`src/rtl/seven_segment_scan_decoder.sv`:
```
// Recovers a 4-digit decimal number from a multiplexed 7-segment display scan (anodes + cathodes).
// Latency: digit stored 1 edge after its sample cycle; number_out/frame_valid 1 edge after the 4th digit is stored.
// Backpressure: none; the scan is observed passively and frames are emitted as pulses. Optional macro: SEG_DECODE_BLANK_EN.
module seven_segment_scan_decoder #(
  parameter int SETTLE_CYCLES = 1024
) (
  input  logic        clock_100Mhz,
  input  logic        reset,
  input  logic [3:0]  anode_in,
  input  logic [6:0]  seg_in,
  output logic [15:0] number_out,
  output logic        frame_valid,
  output logic        frame_error
);

  typedef enum logic {COLLECT, EMIT} state_t;

  localparam logic [15:0] CNT_SAT    = 16'(SETTLE_CYCLES);
  localparam logic [15:0] CNT_SAMPLE = 16'(SETTLE_CYCLES - 1);

  state_t      state, state_nxt;
  logic [3:0]  prev_anode;
  logic [15:0] settle_cnt;
  logic [3:0]  mask, mask_nxt;
  logic [3:0]  digit_q [4];

  logic        anode_ok;
  logic [1:0]  slot;
  logic        anode_change;
  logic        sample_now;
  logic        dec_ok;
  logic [3:0]  dec_digit;
  logic        store_dig;
  logic        clear_dig;
  logic        err_nxt;

  // Map the cathode pattern to a digit; anything outside the table is invalid.
  function automatic logic [4:0] decode_seg(input logic [6:0] s);
    logic [4:0] r;
    r = 5'b0_0000;
    case (s)
      7'b0000001: r = {1'b1, 4'd0};
      7'b1001111: r = {1'b1, 4'd1};
      7'b0010010: r = {1'b1, 4'd2};
      7'b0000110: r = {1'b1, 4'd3};
      7'b1001100: r = {1'b1, 4'd4};
      7'b0100100: r = {1'b1, 4'd5};
      7'b0100000: r = {1'b1, 4'd6};
      7'b0001111: r = {1'b1, 4'd7};
      7'b0000000: r = {1'b1, 4'd8};
      7'b0000100: r = {1'b1, 4'd9};
`ifdef SEG_DECODE_BLANK_EN
      // A dark digit is a suppressed leading zero.
      7'b1111111: r = {1'b1, 4'd0};
`endif
      default:    r = 5'b0_0000;
    endcase
    return r;
  endfunction

  // Identify which digit position is driven; non-one-hot-low codes are idle.
  always_comb begin
    anode_ok = 1'b1;
    slot     = 2'd0;
    case (anode_in)
      4'b0111: slot = 2'd3;
      4'b1011: slot = 2'd2;
      4'b1101: slot = 2'd1;
      4'b1110: slot = 2'd0;
      default: anode_ok = 1'b0;
    endcase
  end

  // The change cycle still shows the previous dwell's count, so it must never sample.
  assign anode_change = (anode_in != prev_anode);
  assign sample_now   = anode_ok && !anode_change && (settle_cnt == CNT_SAMPLE);
  assign {dec_ok, dec_digit} = decode_seg(seg_in);

  // Settle counter: restart on every anode change or idle, saturate once settled.
  always_ff @(posedge clock_100Mhz or negedge reset) begin
    if (!reset) begin
      prev_anode <= 4'b1111;
      settle_cnt <= 16'd0;
    end else begin
      prev_anode <= anode_in;
      if (!anode_ok || anode_change)
        settle_cnt <= 16'd0;
      else if (settle_cnt != CNT_SAT)
        settle_cnt <= settle_cnt + 16'd1;
    end
  end

  // Next state and mask: EMIT clears the mask before a coincident sample lands in it.
  always_comb begin
    state_nxt = COLLECT;
    mask_nxt  = (state == EMIT) ? 4'b0000 : mask;
    store_dig = 1'b0;
    clear_dig = 1'b0;
    err_nxt   = 1'b0;
    if (sample_now) begin
      if (dec_ok) begin
        mask_nxt  = mask_nxt | (4'b0001 << slot);
        store_dig = 1'b1;
      end else begin
        mask_nxt  = 4'b0000;
        clear_dig = 1'b1;
        err_nxt   = 1'b1;
      end
    end
    if (state == COLLECT && mask_nxt == 4'b1111)
      state_nxt = EMIT;
  end

  // State, mask and digit slots; the newest sample of a slot overwrites the older one.
  always_ff @(posedge clock_100Mhz or negedge reset) begin
    if (!reset) begin
      state <= COLLECT;
      mask  <= 4'b0000;
      for (int i = 0; i < 4; i++) digit_q[i] <= 4'd0;
    end else begin
      state <= state_nxt;
      mask  <= mask_nxt;
      if (clear_dig) begin
        for (int i = 0; i < 4; i++) digit_q[i] <= 4'd0;
      end else if (store_dig) begin
        digit_q[slot] <= dec_digit;
      end
    end
  end

  // Output registers: number_out only changes on a complete frame.
  always_ff @(posedge clock_100Mhz or negedge reset) begin
    if (!reset) begin
      number_out  <= 16'd0;
      frame_valid <= 1'b0;
      frame_error <= 1'b0;
    end else begin
      frame_valid <= (state == EMIT);
      frame_error <= err_nxt;
      if (state == EMIT)
        number_out <= 16'(digit_q[3]) * 16'd1000 + 16'(digit_q[2]) * 16'd100
                    + 16'(digit_q[1]) * 16'd10 + 16'(digit_q[0]);
    end
  end

endmodule

```
`config.mk`:
```
export PLATFORM = sky130hd
export DESIGN_NAME = seven_segment_scan_decoder
export DESIGN_NICKNAME = d
export VERILOG_FILES = /design/src/rtl/seven_segment_scan_decoder.sv
export SDC_FILE = /design/constraint.sdc
export NUM_CORES = 1
export LEC_CHECK = 0
export BUFFER_PORTS_ARGS = -buffer_cell sky130_fd_sc_hd__buf_2
export CORE_MARGIN = 1
export CORE_UTILIZATION = 55
export DETAILED_ROUTE_END_ITERATION = 12
export PLACE_DENSITY = 0.82
export SLEW_MARGIN = 20
export SYNTH_ARGS = -nofsm -noshare
export SYNTH_HDL_FRONTEND = slang
export SYNTH_SLANG_ARGS = --single-unit
```
`constraint.sdc`:
```
create_clock -name clock_100Mhz -period 6.09 [get_ports clock_100Mhz]
set_input_delay 0.3045 -clock clock_100Mhz [delete_from_list [all_inputs] [get_ports clock_100Mhz]]
set_output_delay 0.3045 -clock clock_100Mhz [all_outputs]
set_load 0.02 [all_outputs]
```
==> summary.md, run 1 <==
| Metric | Value |
|---|---|
| VDD IR-drop max | 0.000156 V |
| GPL Wtd Cong | 0.820 |
| Critical Path End Type | flip-flop |
| WP data required | 6.32 ns |
| FP Rows | 31 |
| Skew final | 0.0122 ns |
| CP startpoint | digit_q[2] |
| Mapped cell area | 4230 um2 |
| Initial Util | 57.7% |
| Ys async rst share | 100% |
| Post-synth EDFFs | 0 |
| Clock period minus worst slack | 4.68 ns |
| CTS buffer count | 9 |
| Antenna fix cells | 0 |
| Synth Register Bits | 58 |
| Hold Fails Final Rpt | 0 |
| Cell area power density | 180 nW/um2 |
| Root Driver | clkbuf_8 |
| Routed len/inst | 14.7 um |
| Die H | 89.7 um |
| Synth area leader | dfrtp_1 |
| Via count | 3152 |
| 1st-pass router iterations | 4 |
| R2R Path Start | digit_q[2] |
| Total gr overflow | 0 |
| Crit path kind | reg -> reg |
| RSZ-0062 raised after global routing | false |
| Max-cap violations | 0 |
| Most common cell after layout, fill and taps aside | dfrtp_1 |
| Fin Setup TNS | 0 ns |
| Max clock buf depth | 2 |
| Setup bufs post-CTS | 0 |
| Hold WS | 0.0771 ns |
| Drc violations | 0 |
| Top-area cell type share of the netlist area | 31.9% |
| Detailed placement HPWL | 6030 um |
| Sequential share of the synthesized area | 34.4% |
| Hold_buf cts | 0 |
| Most used DFF post-synth | dfrtp_1 |
| Vias in the first global route | 3176 |
| Clock Sinks | 58 |
| Syn_nets | 505 |
| Unique masters post-synth | 55 |
| Number of nets with antenna violations after routing | 0 |
| Synth warn | 0 |
| Multi-input logic area | 2580 um2 |
| DIE AREA | 8050 um2 |
| Max Clock Freq | 214 MHz |
| Final setup violation count | 0 |
| Initial DRC count | 119 |
| CTS tree | done |
| Finished Layout Cells | 556 |
| CP Max Fanout | 7 |
| Clk_lat worst skew | 0.35 ns |
| P&R area growth vs syn | 10.8% |
| IO buf count | 29 |
| Worst Hold Class | in -> async |
| Via-per-instance ratio | 5.67 |
| Most frequent cells in the layout | dfrtp_1, ha_1, nand2_1 |
| Mapped Cells | 423 |
| Clock-pin slew on the worst setup and hold paths | 0.07 ns |
| Syn avg cell area | 10.0 um2 |
| Layout cells sized above 1 | 14.7% |
| Register Area | 1460 um2 |
| Chip Width | 89.7 um |
| Top post-synthesis cells by area | dfrtp_1, ha_1, fa_1 |
| Slew Limit Fails | 0 |
| Crit start category | flip-flop |
| Antenna violations before repair | 0 |
| Leakage power | 2.43 nW |
| H-Tree Depth | 3 |
| Actual slew at the worst max-slew pin | 0.706 ns |
| IO Pins | 31 |
| Crit path DAT | 4.91 ns |
| First-pass GRT wire length | 13700 um |
| Status | completed |
| Placed cells | 540 |
| Final #Nets | 534 |
| Final wirelength | 8150 um |
| Area of the core | 7330 um2 |
| Tot GR Track Use | 21.2% |
| Relative slew slack | 52.9% |
| Final period util | 76.8% |
| Largest net degree at the start of global routing | 59 |
| Filler instances | 580 |
| CTS resizes | 0 |
[cells in the mapped netlist, types with 3 or more instances]
master,instances
a21o_1,6
a21oi_1,18
and3_1,4
buf_2,3
clkbuf_1,7
dfrtp_1,54
dfstp_2,4
fa_1,17
ha_1,52
inv_1,37
mux2_2,9
nand2_1,38
nand3_1,8
nand3b_1,4
nand4_1,5
nand4b_1,4
nor2_1,33
nor2b_1,4
nor3_1,3
nor3b_1,3
nor4b_1,5
o21a_1,3
o21ai_0,12
o21bai_1,3
o22ai_1,16
xnor2_1,20
xor2_1,15
[through the flow]
stage / util [%] / power [mW] / setup WS [ns] / instance area, um2
after floorplan: - / 0.410 / 1.80 / 4230
after global placement: 60.8 / 0.426 / 1.64 / 4460
after detailed placement: 60.8 / 0.427 / 1.45 / 4460
after CTS: 64.0 / 0.852 / 1.42 / 4690
after global routing: 64.0 / 0.872 / 1.17 / 4690
final: 64.0 / 0.845 / 1.41 / 4690
[where the power goes]
part | switching (mW) | internal (mW) | leakage [nW]
logic | 0.0216 | 0.00933 | 1.53
registers | 0.000727 | 0.388 | 0.786
clock network | 0.154 | 0.271 | 0.114
[state kept, by name (all words and copies together) (netlist names)]
signal and count:
state 1, frame_valid 1, frame_error 1, digit_q 16, number_out 15, prev_anode 4, settle_cnt 16, mask 4
[layout make-up]
cell class                 instances  share of cell area (%)
tap                               99                    2.64
multi-input combinational        316                    55.1
timing repair buffer              30                    3.26
clock inverter                     5                    2.19
sequential                        58                    31.1
inverter                          37                    2.96
clock buffer                      11                    2.80
[path summary, 6_finish.rpt]
path | to | slack, ns | cells past startpoint
worst max register to register | number_out[14] | 1.41 | 17
min in group clock_100Mhz | prev_anode[0] | 0.11 | 1
max in group asynchronous | digit_q[0] | 5.52 | 2
worst max-delay path | number_out[14] | 1.41 | 17
worst min register to register | number_out[10] | 0.49 | 2
worst min-delay path | number_out[12] | 0.08 | 2
[worst max-delay path: stages, from the launching register on]
cell and delay [ns]:
dfrtp_1 0.48, fa_1 0.63, inv_1 0.11, fa_1 0.50, inv_1 0.04, ha_1 0.34
inv_1 0.05, o21bai_1 0.16, xor2_1 0.17, ha_1 0.25, ha_1 0.30, ha_1 0.37
a21o_1 0.19, a31oi_1 0.15, o21ai_0 0.17, a21oi_1 0.27, o21ai_0 0.13, a31o_2 0.25
[per-layer routing]
metal	vias up	part of all wire [%]	GRT usage, %
met5	-	0	0
met4	0	1.1	6.01
met3	10	3.1	5.50
met2	52	54	40.5
met1	1564	41	22.8
li1	1526	-	-
[cells by family (layout without fill, tap and decap cells)]
group / after synthesis / count (layout) / share of synthesized area (%)
XOR/XNOR: 35 / 35 / 7.24
AO/OA/AOI/OAI: 73 / 73 / 11.2
other: 1 / 1 / 0.0886
adder cells (fa/ha/maj): 69 / 69 / 23.4
multiplexers: 10 / 10 / 2.63
buffers and inverters: 49 / 83 / 4.52
flip-flops: 58 / 58 / 34.4
AND/OR/NAND/NOR: 128 / 128 / 16.5
Note: power is estimated with default switching activity, not from simulation.
==> run 2, diff against run 1 <==
- ABC_AREA: unset -> 1
- PLACE_DENSITY: 0.82 -> 0.84
- clock period: 6.09 -> 3.77 ns (I/O delays scaled with it)
==> run 2 against run 1 <==
- via count increased by 29%
- the run now ends with negative setup slack left
- register-to-register slack lost 1.6 ns
- cell area grew 20%
- final cell count up 38%
- synthesized cell count grew 41%
- critical path depth is the same
- first-iteration DRC count grew 23%
- total power grew to 2.5 times the previous value
- maximum frequency up 20%
- flip-flop and latch count stayed put
- critical endpoint is now number_out[10]
- highest routed layer unchanged
==> summary.md, run 2 <==
| Metric | Value |
|---|---|
| GPL Wtd Cong | 0.925 |
| Routed len/inst | 13.7 um |
| Top-area cell type share of the netlist area | 29.1% |
| Synth Register Bits | 58 |
| Vias in the first global route | 4023 |
| Ys async rst share | 100% |
| CP Max Fanout | 4 |
| P_sw | 708 uW |
| Max clock buf depth | 2 |
| Critical Path End Type | flip-flop |
| Synth warn | 0 |
| Via count | 4063 |
| Clock Sinks | 58 |
| Sequential share of the synthesized area | 31.4% |
| Initial Util | 56.7% |
| Area after DPL | 5110 um2 |
| VDD IR-drop max | 0.000226 V |
| Failing checks | negative setup slack |
| Crit start category | flip-flop |
| Layout cells sized above 1 | 21.5% |
| Tot GR Track Use | 25.1% |
| Die H | 93.8 um |
| Leakage power | 3.07 nW |
| Max-cap violations | 0 |
| Met3 Routed Length | 441 um |
| WL met1 | 4210 um |
| RSZ-0062 raised after global routing | true |
| Actual slew at the worst max-slew pin | 0.599 ns |
| Area of the core | 8180 um2 |
| P&R area growth vs syn | 20.8% |
| Relative slew slack | 60.0% |
| Cell area power density | 379 nW/um2 |
| Final Instance Area | 5600 um2 |
| Syn_nets | 680 |
| Hold WS | 0.00858 ns |
| Final period util | 104% |
| Initial DRC count | 146 |
| Most frequent cell after synthesis | nand2_1 |
| Sequential power share | 33.8% |
| Clock period minus worst slack | 3.91 ns |
| Mapped Cells | 598 |
| WP data required | 4.01 ns |
| Total gr overflow | 0 |
| Antenna violations before repair | 0 |
| Antenna fix cells | 0 |
| Number of nets with antenna violations after routing | 0 |
| Largest registers | digit_q x16, settle_cnt x16, number_out x15 |
| FP Rows | 33 |
| DR top layer | met4 |
| CTS buffer count | 9 |
| Final wirelength | 10500 um |
| Syn avg cell area | 7.76 um2 |
| Placed cells | 739 |
| Via-per-instance ratio | 5.30 |
| Synth area leader | dfrtp_1 |
| IO Pins | 31 |
| Slew Limit Fails | 0 |
| Hold Fails Final Rpt | 0 |
| Mapped cell area | 4640 um2 |
| Most common cell after layout, fill and taps aside | nand2_1 |
| Root Driver | clkbuf_8 |
| Pwr Total | 2.12 mW |
| Post-synth EDFFs | 0 |
| Status | finished, violations left |
| Synth cell count leaders | nand2_1, inv_1, dfrtp_1, ha_1, nor2_1 |
| Clock-pin slew on the worst setup and hold paths | 0.09 ns |
| Fin Setup TNS | -0.655 ns |
| Top post-synthesis cells by area | dfrtp_1, ha_1, nand2_1 |
| First-pass GRT wire length | 17100 um |
| Crit path DAT | 4.15 ns |
| Most frequent cells in the layout | nand2_1, inv_1, dfrtp_1 |
| Gate power share | 31.5% |
| Pint | 1.42 mW |
| Final setup violation count | 5 |
| Clock power frac | 34.7% |
| Max Clock Freq | 256 MHz |
| Drc violations | 0 |
| Switching share of power | 33.3% |
| Filler instances | 637 |
| Unique masters post-synth | 39 |
| DIE AREA | 8810 um2 |
| IO buf count | 29 |
| Finished Layout Cells | 766 |
| CTS tree | done |
| Crit path kind | reg -> reg |
| Clk_lat worst skew | 0.36 ns |
| Chip Width | 93.8 um |
| Skew final | 0.0152 ns |
| Final #Nets | 738 |
| Setup WS post-layout | -0.142 ns |
| Detailed placement HPWL | 7760 um |
| Worst Hold Class | in -> reg |
| H-Tree Depth | 3 |
| 1st-pass router iterations | 5 |
| Largest net degree at the start of global routing | 37 |
| Most used DFF post-synth | dfrtp_1 |
| DR WL met2 | 5630 um |
==> run 2: cell types whose count changed after synthesis, sizes merged, moves of 9 or more <==
| cell | previous run | this run |
|---|---|---|
| o21ai | 12 | 21 |
| nand3 | 8 | 47 |
| a21oi | 18 | 27 |
| mux2 | 9 | 0 |
| nand2 | 38 | 165 |
| o22ai | 16 | 0 |
| xnor2 | 20 | 6 |
| xor2 | 15 | 6 |
| inv | 37 | 95 |
| nor2 | 33 | 55 |
==> run 2: cell type report <==
class	instances	area [um2]	area share, %
Timing Repair Buffer	54	343	6.12
Inverter	95	357	6.36
Multi-Input combinational cell	438	3070	54.7
Clock buffer	9	124	2.21
Clock inverter	7	125	2.23
Sequential cell	58	1460	26.0
Tap cell	105	131	2.34
==> run 2: worst paths after layout <==
kind                               startpoint             end  slack, ns  cells after the start
worst max-delay path               digit_q[2]  number_out[10]      -0.14                     17
worst min-delay path              anode_in[1]   prev_anode[1]      0.009                      1
worst max register to register     digit_q[2]  number_out[10]      -0.14                     17
worst min register to register  number_out[0]   number_out[0]       0.47                      2
max in group asynchronous               reset   prev_anode[1]       2.52                      3
min in group asynchronous               reset   number_out[5]       0.36                      2
==> run 2: cells by family (layout without fill, tap and decap cells) <==
family          after synthesis  in the layout  share of synthesized area (%)
simple gates                300            300                           29.7
buf+inv                     102            165                           8.82
fa+ha+maj                    69             69                           21.4
flops                        58             58                           31.4
compound gates               56             56                           6.42
xor+xnor                     12             12                           2.27
other cells                   1              1                         0.0808
==> run 2: power groups by stage <==
stage | Combinational, mW | Sequential (mW) | Clock, mW
after floorplan | 0.338 | 0.789 | 0
after global placement | 0.564 | 0.728 | 0
after detailed placement | 0.587 | 0.732 | 0
after CTS | 0.606 | 0.720 | 0.736
after global routing | 0.742 | 0.725 | 0.765
final | 0.669 | 0.718 | 0.737
==> run 2: what timing repair did <==
item,4_1_cts,5_1_grt
gates resized for setup,8,27
pin swaps,3,26
hold buffers,4,0
endpoints found under the hold margin,25,0
setup buffers,2,5
endpoints found under the setup margin,6,7
==> run 2: metrics by stage <==
step | util, % | setup WS (ns)
after floorplan | - | 0.0227
after global placement | 62.5 | -0.0464
after detailed placement | 62.5 | -0.176
after CTS | 66.7 | -0.0935
after global routing | 68.5 | -0.360
final | 68.5 | -0.142
==> run 2: metal layers <==
metal	track usage, %	vias to the layer above
met3	5.74	22
met4	8.08	0
met1	27.1	1935
li1	-	2022
met2	48.0	84
met5	0	-
==> run 2: critical path: stages (launching register included) <==
cell and delay (ns):
dfrtp_2 0.42, fa_1 0.58, inv_2 0.07, fa_1 0.52
inv_2 0.05, ha_4 0.25, a21oi_2 0.14, nand2_2 0.09
xor2_1 0.17, ha_1 0.32, ha_4 0.28, ha_4 0.21
a21o_1 0.19, nor2_1 0.09, nand2_1 0.07, or2_4 0.23
nand3_2 0.05, nand2_1 0.06
